<file path="config.mk">
export PLATFORM = sky130hd
export DESIGN_NAME = osc_cal
export DESIGN_NICKNAME = d
export VERILOG_FILES = /design/src/rtl/osc_cal_pkg.sv /design/src/rtl/osc_cal_tstop_sync.sv /design/src/rtl/osc_cal.sv
export SDC_FILE = /design/constraint.sdc
export NUM_CORES = 1
export LEC_CHECK = 0
export CORE_ASPECT_RATIO = 1.5
export CORE_MARGIN = 2
export CORE_UTILIZATION = 40
export CTS_CLUSTER_DIAMETER = 120
export DETAILED_ROUTE_END_ITERATION = 10
export PLACE_DENSITY = 0.62
export SLEW_MARGIN = 15
export SYNTH_ARGS = -nofsm -noshare
export SYNTH_HDL_FRONTEND = slang
export SYNTH_SLANG_ARGS = --single-unit
</file>
<file path="constraint.sdc">
create_clock -name ECLK -period 6.1 [get_ports ECLK]
set_input_delay 1.22 -clock ECLK [delete_from_list [all_inputs] [get_ports ECLK]]
set_output_delay 1.22 -clock ECLK [all_outputs]
set_load 0.02 [all_outputs]
</file>
<file path="src/rtl/osc_cal_pkg.sv">
// Shared types and constants for the oscillator trim calibration block.
package osc_cal_pkg;

  typedef enum logic [2:0] {
    StIdle,
    StDisc,
    StMeas,
    StDecide,
    StFdisc,
    StFmeas,
    StFin
  } cal_state_e;

  localparam logic [5:0]  TRIM_DEF_C = 6'h20;
  localparam int unsigned TOUT_CYC_C = 1024;
  localparam int unsigned TOUT_W     = 16;

  // Absolute difference widened to 17 bits so it never wraps.
  function automatic logic [16:0] abs_diff(input logic [15:0] a, input logic [15:0] b);
    logic [16:0] ea, eb;
    ea = {1'b0, a};
    eb = {1'b0, b};
    return (ea >= eb) ? (ea - eb) : (eb - ea);
  endfunction

endpackage

</file>
<file path="src/rtl/osc_cal_tstop_sync.sv">
// Two-flop synchroniser for the TSTOP toggle plus a history flop; EVT marks either edge.
module tstop_sync (
  input  logic ECLK,
  input  logic RSTN,
  input  logic TSTOP,
  output logic EVT,
  output logic TLVL
);

  logic s1_q, s2_q, hist_q;

  always_ff @(posedge ECLK) begin
    if (!RSTN) begin
      s1_q   <= 1'b0;
      s2_q   <= 1'b0;
      hist_q <= 1'b0;
    end else begin
      s1_q   <= TSTOP;
      s2_q   <= s1_q;
      hist_q <= s2_q;
    end
  end

  assign EVT  = s2_q ^ hist_q;
  assign TLVL = s2_q;

endmodule

</file>
<file path="src/rtl/osc_cal.sv">
// Successive-approximation trim calibration: each trim bit is decided from one counted
// measurement window taken after a discarded settling window.
module osc_cal
  import osc_cal_pkg::*;
#(
  parameter int unsigned         TRIM_W   = 6,
  parameter logic [TRIM_W-1:0]   TRIM_DEF = TRIM_W'(TRIM_DEF_C),
  parameter int unsigned         TOUT_CYC = TOUT_CYC_C
) (
  input  logic              ECLK,
  input  logic              RSTN,
  input  logic              START,
  input  logic [15:0]       TARGET,
  input  logic [7:0]        TOL,
  input  logic              TSTOP,
  input  logic [15:0]       TVAL,
  output logic [TRIM_W-1:0] TRIM,
  output logic              BUSY,
  output logic              DONE,
  output logic              LOCK,
  output logic              TERR
);

  localparam int unsigned IDX_W = (TRIM_W > 1) ? $clog2(TRIM_W) : 1;

  cal_state_e        state_q, state_d;
  logic [TRIM_W-1:0] trim_q, trim_d;
  logic [IDX_W-1:0]  idx_q, idx_d;
  logic [TOUT_W-1:0] cnt_q, cnt_d;
  logic [15:0]       tcap_q;
  logic              busy_q, busy_d;
  logic              done_q, done_d;
  logic              lock_q, lock_d;
  logic              terr_q, terr_d;
  logic              pend_q, pend_d;
  logic              evt, tlvl_unused;
  logic              in_wait, tout_hit, timeout;

  tstop_sync u_tstop_sync (
    .ECLK  (ECLK),
    .RSTN  (RSTN),
    .TSTOP (TSTOP),
    .EVT   (evt),
    .TLVL  (tlvl_unused)
  );

  assign in_wait  = state_q inside {StDisc, StMeas, StFdisc, StFmeas};
  assign tout_hit = in_wait && (cnt_q == TOUT_W'(TOUT_CYC - 1));

  always_comb begin
    state_d = state_q;
    trim_d  = trim_q;
    idx_d   = idx_q;
    busy_d  = busy_q;
    done_d  = 1'b0;
    lock_d  = lock_q;
    terr_d  = terr_q;
    pend_d  = pend_q;
    timeout = 1'b0;
    unique case (state_q)
      StIdle: begin
        pend_d = 1'b0;
        if (START) begin
          lock_d             = 1'b0;
          terr_d             = 1'b0;
          busy_d             = 1'b1;
          trim_d             = '0;
          trim_d[TRIM_W-1]   = 1'b1;
          idx_d              = IDX_W'(TRIM_W - 1);
          state_d            = StDisc;
        end
      end
      StDisc, StFdisc: begin
        // An event held over from DECIDE serves as this window's discard.
        if (pend_q && evt) begin
          pend_d  = 1'b0;
          state_d = (state_q == StDisc) ? StDecide : StFin;
        end else if (pend_q || evt) begin
          pend_d  = 1'b0;
          state_d = (state_q == StDisc) ? StMeas : StFmeas;
        end else if (tout_hit) begin
          timeout = 1'b1;
        end
      end
      StMeas, StFmeas: begin
        if (evt) begin
          state_d = (state_q == StMeas) ? StDecide : StFin;
        end else if (tout_hit) begin
          timeout = 1'b1;
        end
      end
      StDecide: begin
        if (evt) begin
          pend_d = 1'b1;
        end
        if (tcap_q > TARGET) begin
          trim_d[idx_q] = 1'b0;
        end
        if (idx_q != '0) begin
          trim_d[idx_q - IDX_W'(1)] = 1'b1;
          idx_d                     = idx_q - IDX_W'(1);
          state_d                   = StDisc;
        end else begin
          state_d = StFdisc;
        end
      end
      StFin: begin
        lock_d  = abs_diff(tcap_q, TARGET) <= {9'd0, TOL};
        done_d  = 1'b1;
        busy_d  = 1'b0;
        state_d = StIdle;
      end
      default: state_d = StIdle;
    endcase
    if (timeout) begin
      terr_d  = 1'b1;
      lock_d  = 1'b0;
      trim_d  = TRIM_DEF;
      done_d  = 1'b1;
      busy_d  = 1'b0;
      pend_d  = 1'b0;
      state_d = StIdle;
    end
  end

  always_comb begin
    cnt_d = cnt_q;
    if (evt || (state_d != state_q)) begin
      cnt_d = '0;
    end else if (in_wait) begin
      cnt_d = cnt_q + TOUT_W'(1);
    end
  end

  always_ff @(posedge ECLK) begin
    if (!RSTN) begin
      state_q <= StIdle;
      trim_q  <= TRIM_DEF;
      idx_q   <= '0;
      cnt_q   <= '0;
      tcap_q  <= '0;
      busy_q  <= 1'b0;
      done_q  <= 1'b0;
      lock_q  <= 1'b0;
      terr_q  <= 1'b0;
      pend_q  <= 1'b0;
    end else begin
      state_q <= state_d;
      trim_q  <= trim_d;
      idx_q   <= idx_d;
      cnt_q   <= cnt_d;
      busy_q  <= busy_d;
      done_q  <= done_d;
      lock_q  <= lock_d;
      terr_q  <= terr_d;
      pend_q  <= pend_d;
      if (evt) begin
        tcap_q <= TVAL;
      end
    end
  end

  assign TRIM = trim_q;
  assign BUSY = busy_q;
  assign DONE = done_q;
  assign LOCK = lock_q;
  assign TERR = terr_q;

endmodule

</file>
==> impl_metrics.yaml, run 1 <==
synthesis:
  synth_warnings: 0
  yosys.area.top_type: "dfxtp_1"
  synth.cells.most_frequent: "nand2_1, dfxtp_1, inv_1"
  synth_area_per_cell_sq_um: 7.58
  synth_enable_flop_cells: 0
  syn-num-nets: 657
  synth-async-reset-ratio: 0
  synth.top_cells.by_area: "dfxtp_1, ha_1, nand2_1"
  synth_flop_type: "dfxtp_1"
  synth_largest_type_area_fraction: 0.242
  synth_seq_area_share: 0.242
  syn_inst: 568
  synth_most_common_cell: "nand2_1"
  mappedNetlistArea_sq_um: 4310
  synth-seq-cells: 52
  netlist_cell_types: 59
sta:
  drv_slew: 0
  setup_viol: 0
  final.setup.worst_slack_ns: 0.365
  max-slew-margin-rel: 0.566
  whs_ns: 0.442
  final-hold-violation-count: 0
  worst_clock_skew_ns: 0.00520
  worst_pin_slew_ns: 0.644
  layout_worst_path_cycle_share: 0.940
  grt_setup_unrepaired: "no"
  finalCriticalPeriod_ns: 5.74
  clock.fmax_mhz: 174
global_routing:
  antenna_found_initial: 0
  global_route.overflow_total: 0
  pin_count_of_the_biggest_net_entering_global_routing: 28
  grt_pass1_wl_um: 18800
  groute.usage.overall: 0.201
  grt_pass1_vias: 4186
setup_path:
  critical_path_arrival_ns: 5.94
  r2r-start: "tcap_q[6]$_SDFFE_PN0N_"
  worst-r2r-setup-slack_ns: 1.50
  path_class: "in -> reg"
  cp-start-kind: "input pin"
  worst_ep_required_time_ns: 6.30
  critical-path-top-delay-family: "compound AO/OA/AOI/OAI gates"
  cp_num_buf_inv: 3
  timing.critical_path.from: "TARGET[6]"
  timing.reg2reg.worst_path_depth: 18
  slowest_delay_ns: 0.48
  critical_path.max_fanout: 6
  crit_path_cells: "clkdlybuf4s50_1 > inv_1 > ha_1 > a211oi_1 > o21bai_1 > a211oi_4 > a221oi_2 > or3_4 > mux2_2 > xnor2_1 > ha_1 > a21o_1 > a2111oi_2 > o211ai_1 > buf_4 > a21oi_1 > o41ai_1 > a211oi_1 > a31oi_1 > a311oi_2"
  endpoint_of_the_lowest_slack_register_to_register_path: "LOCK$_SDFFE_PP0P_"
  cp-end-kind: "flip-flop"
  slowest_stage: "clkdlybuf4s50_1"
floorplan:
  design.core.area_sq_um: 10500
  design.die.area_sq_um: 11600
  initial_utilization: 0.409
  die_w_um: 88.7
  placementRows: 46
  top_level_ports: 54
  chipHeight_um: 131
placement:
  dp_hpwl_um: 9100
  port_buffers: 53
  gp_congestion: 0.937
  place_worst_setup_slack_ns: -0.0399
  dp_cells: 756
route:
  detail_route.wl_per_cell_um: 14.9
  antenna_violating_nets_post_route: 0
  vias: 4128
  drt_first_iter_violations: 243
  routed_wire_length_um: 11500
  remaining_design_rule_violation_count: 0
  detail_route.vias_per_cell: 5.39
  firstDrtPassIters: 6
run:
  max-cap-violations: 0
cts:
  clk_path_buf_depth: 2
  insertion_delay_ns: 0.29
  clock_sink_count: 52
  tritoncts_clock_tree: "built"
  cts_max_level: 2
  postCtsHoldBufs: 0
  clk_pin_slew_ns: 0.07
  numCtsBuffers: 5
  clock_tree.root_cell: "clkbuf_16"
hold_path:
  timing.hold.worst.class: "reg -> reg"
  whs_endpoint: "u_tstop_sync.TLVL$_SDFF_PN0_"
  min_path_cells: 1
  holdCritStartpoint: "u_tstop_sync.s1_q$_SDFF_PN0_"
power:
  cellPowerDensity_nw_per_um2: 188
  vdd_drop_max_mv: 0.138
  p_leak_nw: 2.11
finish:
  nets: 710
  post_route_cells_drive_above_1_share: 0.0756
  antenna_cells_inserted: 0
  finalNonFillerCells: 766
  area_grow_syn2layout_pct: 21.9
  layout.filler_cells: 1032
status:
  outcome: "finished clean"
-- sequential cells by signal (all words and copies together) (netlist names) --
| name | flops |
|---|---|
| LOCK | 1 |
| u_tstop_sync.s1_q | 1 |
| idx_q | 3 |
| TERR | 1 |
| BUSY | 1 |
| tcap_q | 16 |
| pend_q | 1 |
| TRIM | 6 |
| u_tstop_sync.TLVL | 1 |
| u_tstop_sync.hist_q | 1 |
| state_q | 3 |
| DONE | 1 |
| cnt_q | 16 |
-- stage by stage --
step,TNS [ns],util,area [sq um],total power [mW]
after floorplan,0,-,4310,0.555
after global placement,0,0.479,5040,0.647
after detailed placement,-0.0399,0.479,5040,0.652
after CTS,0,0.496,5220,0.992
after global routing,0,0.498,5250,1.04
final,0,0.498,5250,0.986
-- worst register-to-register path: cells and delay by family (launching register included) --
kind / cells / cell delay, ns
DFF: 1 / 0.33
xor gates and xnor gates: 1 / 0.17
buffers and inverters: 1 / 0.19
and+or+nand+nor: 1 / 0.44
AOI/OAI and AO/OA: 12 / 2.49
muxes: 1 / 0.30
adders and majority gates: 2 / 0.59
-- worst max path at each step --
stage	endpoint	slack, ns	depth (start not counted)
6_report	LOCK$_SDFFE_PP0P_	0.36	20
5_1_grt	LOCK$_SDFFE_PP0P_	0.05	21
2_1_floorplan	LOCK$_SDFFE_PP0P_	0.89	21
4_1_cts	LOCK$_SDFFE_PP0P_	0.28	19
3_3_place_gp	LOCK$_SDFFE_PP0P_	0.21	19
3_5_place_dp	LOCK$_SDFFE_PP0P_	-0.04	19
-- cell families (layout without fill, tap and decap cells) --
| family | after synthesis | in the layout | synth area share |
|---|---|---|---|
| flops | 52 | 52 | 0.242 |
| buf+inv | 78 | 132 | 0.0723 |
| compound gates | 143 | 143 | 0.224 |
| xor+xnor | 30 | 30 | 0.0610 |
| simple gates | 207 | 207 | 0.235 |
| fa+ha+maj | 45 | 45 | 0.134 |
| mux | 13 | 13 | 0.0319 |
-- power by group --
| part | internal (mW) | switching, mW |
|---|---|---|
| sequential | 0.349 | 0.0125 |
| combinational | 0.131 | 0.155 |
| clock | 0.206 | 0.132 |
| total | 0.686 | 0.299 |
-- layout by cell type, fill, tap and decap left out, drive strengths merged, types with 4 or more instances in the layout --
master / synthesis / layout
nand2b: 8 / 8
xor2: 15 / 15
clkbuf: 20 / 6
o22ai: 4 / 4
a21boi: 18 / 18
inv: 50 / 50
nor4: 4 / 4
nand4: 4 / 4
nor2b: 5 / 5
a22oi: 4 / 4
nand3: 21 / 21
nand2: 68 / 68
dfxtp: 52 / 52
xnor2: 15 / 15
a211oi: 9 / 9
o21ai: 23 / 23
mux2i: 7 / 7
and2: 11 / 11
and3: 11 / 11
a21oi: 40 / 40
clkdlybuf4s50: 0 / 53
nor3: 11 / 11
or3: 5 / 5
o21a: 9 / 9
a21o: 9 / 9
ha: 43 / 43
nor2: 44 / 44
buf: 8 / 21
mux2: 6 / 6
nand3b: 8 / 8
-- metal layers --
| layer | global-route usage | routed length (um) | vias up |
|---|---|---|---|
| li1 | - | - | 2069 |
| met1 | 0.216 | 4550 | 1950 |
| met2 | 0.381 | 6250 | 84 |
| met3 | 0.0251 | 337 | 25 |
| met4 | 0.0749 | 314 | 0 |
| met5 | 0 | 0 | - |
-- cell type report --
type | count | area, sq um | area share
Tap cell | 144 | 180 | 0.0343
Clock buffer | 6 | 139 | 0.0265
Inverter | 50 | 188 | 0.0357
Timing Repair Buffer | 74 | 688 | 0.131
Sequential cell | 52 | 1040 | 0.198
Clock inverter | 2 | 38.8 | 0.00739
Multi-Input combinational cell | 438 | 2980 | 0.567
-- timing repair --
item | CTS | global route
endpoints found under the hold margin | 0 | 0
resized for setup | 0 | 4
endpoints found under the setup margin | 0 | 1
setup buffers | 0 | 2
No activity file was read; power rests on OpenSTA's default activity.
==> run 2, diff against run 1 <==
--- a/config.mk
+++ b/config.mk
@@ -5,12 +5,13 @@
 export SDC_FILE = /design/constraint.sdc
 export NUM_CORES = 1
 export LEC_CHECK = 0
+export ABC_AREA = 1
 export CORE_ASPECT_RATIO = 1.5
 export CORE_MARGIN = 2
 export CORE_UTILIZATION = 40
 export CTS_CLUSTER_DIAMETER = 120
 export DETAILED_ROUTE_END_ITERATION = 10
-export PLACE_DENSITY = 0.62
+export PLACE_DENSITY = 0.61
 export SLEW_MARGIN = 15
 export SYNTH_ARGS = -nofsm -noshare
 export SYNTH_HDL_FRONTEND = slang
==> run 2 against run 1 <==
  * Core utilization fell by 2.8 points
  * Critical path type unchanged
  * Critical endpoint unchanged
  * Critical path depth grew 8
  * Highest routed layer unchanged
  * Combinational power rose by 29%
==> impl_metrics.yaml, run 2 <==
status:
  outcome: "finished clean"
sta:
  grt_setup_unrepaired: "no"
  layout_worst_path_cycle_share: 0.819
  finalCriticalPeriod_ns: 4.99
  clock.fmax_mhz: 200
  max-slew-margin-rel: 0.480
  worst_clock_skew_ns: 0.00992
  drv_slew: 0
  final-hold-violation-count: 0
  fin_tns_setup_ns: 0
  final.setup.worst_slack_ns: 1.11
  worst_pin_slew_ns: 0.777
  setup_viol: 0
finish:
  area_grow_syn2layout_pct: 16.1
  nets: 897
  most-common-layout-cells: "nand2_1, inv_1, nand3_1, clkdlybuf4s50_1"
  antenna_cells_inserted: 0
  finalNonFillerCells: 960
  post_route_cells_drive_above_1_share: 0.0582
  mostFrequentLayoutCell: "nand2_1"
  final_non_filler_cell_area_sq_um: 5590
  layout.filler_cells: 1302
synthesis:
  synth-async-reset-ratio: 0
  synth_largest_type_area_fraction: 0.216
  yosys.area.top_type: "dfxtp_1"
  synth_warnings: 0
  synth.top_cells.by_area: "dfxtp_1, nand2_1, ha_1"
  syn_inst: 763
  synth_flop_type: "dfxtp_1"
  synth-seq-cells: 52
  synth.cells.most_frequent: "nand2_1, inv_1, nand3_1"
  syn-num-nets: 852
  netlist_cell_types: 45
  synth_most_common_cell: "nand2_1"
  mappedNetlistArea_sq_um: 4820
  synth_area_per_cell_sq_um: 6.32
  synth_enable_flop_cells: 0
  synth_seq_area_share: 0.216
floorplan:
  die_w_um: 93.6
  design.core.area_sq_um: 11900
  placementRows: 49
  chipHeight_um: 138
  design.die.area_sq_um: 13000
  initial_utilization: 0.405
  top_level_ports: 54
cts:
  tritoncts_clock_tree: "built"
  insertion_delay_ns: 0.29
  postCtsSetupBuffers: 0
  clk_path_buf_depth: 2
  postCtsHoldBufs: 0
  clock_sink_count: 52
  clock_tree.root_cell: "clkbuf_16"
  cts_max_level: 2
  clk_pin_slew_ns: 0.07
  numCtsBuffers: 5
  postCtsResizedCells: 0
global_routing:
  grt_pass1_vias: 4747
  groute.layer.met3.usage: 0.0174
  grt_pass1_wl_um: 21700
  groute.layer.met1.usage: 0.233
  routing_layer_with_the_top_usage_in_global_route: "met2"
  groute.usage.overall: 0.203
  global_route.usage.met2: 0.389
  global_route.overflow_total: 0
  pin_count_of_the_biggest_net_entering_global_routing: 37
  antenna_found_initial: 0
route:
  detail_route.wl_per_cell_um: 13.3
  firstDrtPassIters: 4
  drt_first_iter_violations: 205
  vias: 4805
  detail_route.vias_per_cell: 5.01
  antenna_violating_nets_post_route: 0
  routed_wire_length_um: 12800
  remaining_design_rule_violation_count: 0
hold_path:
  timing.hold.worst.class: "reg -> reg"
placement:
  port_buffers: 53
  dp_hpwl_um: 10600
  placedInstanceArea_sq_um: 5440
  place_worst_setup_slack_ns: 0.781
  gp_congestion: 0.936
  dp_cells: 954
setup_path:
  cp_num_buf_inv: 4
  cp-start-kind: "input pin"
  worst_ep_required_time_ns: 6.32
  slowest_stage: "nor2_1"
  path_class: "in -> reg"
  worstSetupPathDepth: 28
  critical_path.max_fanout: 11
  timing.critical_path.from: "TARGET[8]"
  slowest_delay_ns: 0.60
  timing.reg2reg.worst_path_depth: 26
  critical-path-top-delay-family: "simple AND/OR/NAND/NOR gates"
  critical_path.most_common_cell: "nand2_1"
  endpoint: "LOCK$_SDFFE_PP0P_"
  worst-r2r-setup-slack_ns: 2.31
  endpoint_of_the_lowest_slack_register_to_register_path: "LOCK$_SDFFE_PP0P_"
  r2r-start: "tcap_q[8]$_SDFFE_PN0N_"
  cp-end-kind: "flip-flop"
  critical_path_arrival_ns: 5.22
power:
  cellPowerDensity_nw_per_um2: 186
  p_leak_nw: 2.74
  vdd_drop_max_mv: 0.188
  design_power_total_mw: 1.04
run:
  max-cap-violations: 0
run 2: changes by cell type in the layout (fill, tap and decap cells not counted), sizes merged, moves of 10 or more:
cell / previous run / this run
o21ai: 23 / 34
and2: 11 / 0
nand2: 68 / 225
buf: 21 / 0
a21oi: 40 / 50
a21boi: 18 / 0
nand4: 4 / 17
nand3: 21 / 58
inv: 50 / 143
nor2: 44 / 70
run 2: how the worst min path moves through the flow:
stage	start	to	slack, ns	cells past startpoint
floorplan	u_tstop_sync.s1_q$_SDFF_PN0_	u_tstop_sync.TLVL$_SDFF_PN0_	0.39	2
global placement	u_tstop_sync.s1_q$_SDFF_PN0_	u_tstop_sync.TLVL$_SDFF_PN0_	0.39	2
detailed placement	u_tstop_sync.s1_q$_SDFF_PN0_	u_tstop_sync.TLVL$_SDFF_PN0_	0.40	2
CTS	u_tstop_sync.s1_q$_SDFF_PN0_	u_tstop_sync.TLVL$_SDFF_PN0_	0.42	2
global route	u_tstop_sync.s1_q$_SDFF_PN0_	u_tstop_sync.TLVL$_SDFF_PN0_	0.45	2
finish	u_tstop_sync.s1_q$_SDFF_PN0_	u_tstop_sync.TLVL$_SDFF_PN0_	0.41	2
run 2: cell families (layout without fill, tap and decap cells):
logic type      count (synthesis)  in the layout  synth area share
buf+inv                       159            203             0.136
compound gates                101            101             0.118
xor+xnor                       22             22            0.0415
flops                          52             52             0.216
simple gates                  382            382             0.365
fa+ha+maj                      45             45             0.120
mux                             2              2           0.00415
run 2: power by group:
| group | internal, mW | leakage (nW) | switching, mW | total [mW] |
|---|---|---|---|---|
| logic | 0.139 | 2.24 | 0.230 | 0.369 |
| clock network | 0.189 | 0.0757 | 0.123 | 0.312 |
| registers | 0.351 | 0.423 | 0.00954 | 0.360 |
run 2: metal layers:
layer	wire length, um	up-vias	share of wire
met1	5200	2204	0.41
met4	304	0	0.024
li1	-	2480	-
met2	6900	98	0.54
met3	364	23	0.029
met5	0	-	0
run 2: worst register-to-register path: stages (launching register included):
cell	delay [ns]
dfxtp_1	0.31
ha_1	0.39
nand2_1	0.18
inv_1	0.09
a21oi_2	0.19
nand3_1	0.13
nand2_1	0.11
nand2_1	0.08
nor2_1	0.60
nand2_1	0.11
nand2_1	0.10
xnor2_1	0.12
inv_1	0.06
ha_1	0.28
nand2_1	0.06
nor2_1	0.05
nand2_1	0.05
nand3_1	0.08
nand2_1	0.07
nand2_1	0.04
nand2_1	0.05
nand2_1	0.04
a21oi_1	0.12
nand2_1	0.08
nor2_1	0.10
nand3_1	0.08
a21oi_1	0.12
run 2: through the flow:
step                      utilization  hold WS [ns]
after floorplan                     -         0.390
after global placement          0.457         0.393
after detailed placement        0.457         0.400
after CTS                       0.470         0.415
after global routing            0.470         0.454
final                           0.470         0.414
run 2: area by class of cell:
type	instances	area [sq um]	area share
clock buffer	5	125	0.0224
clock inverter	1	30.0	0.00537
inverter	144	551	0.0984
multi-input combinational	552	3120	0.559
sequential	52	1040	0.186
tap	153	191	0.0342
timing repair buffer	53	531	0.0949
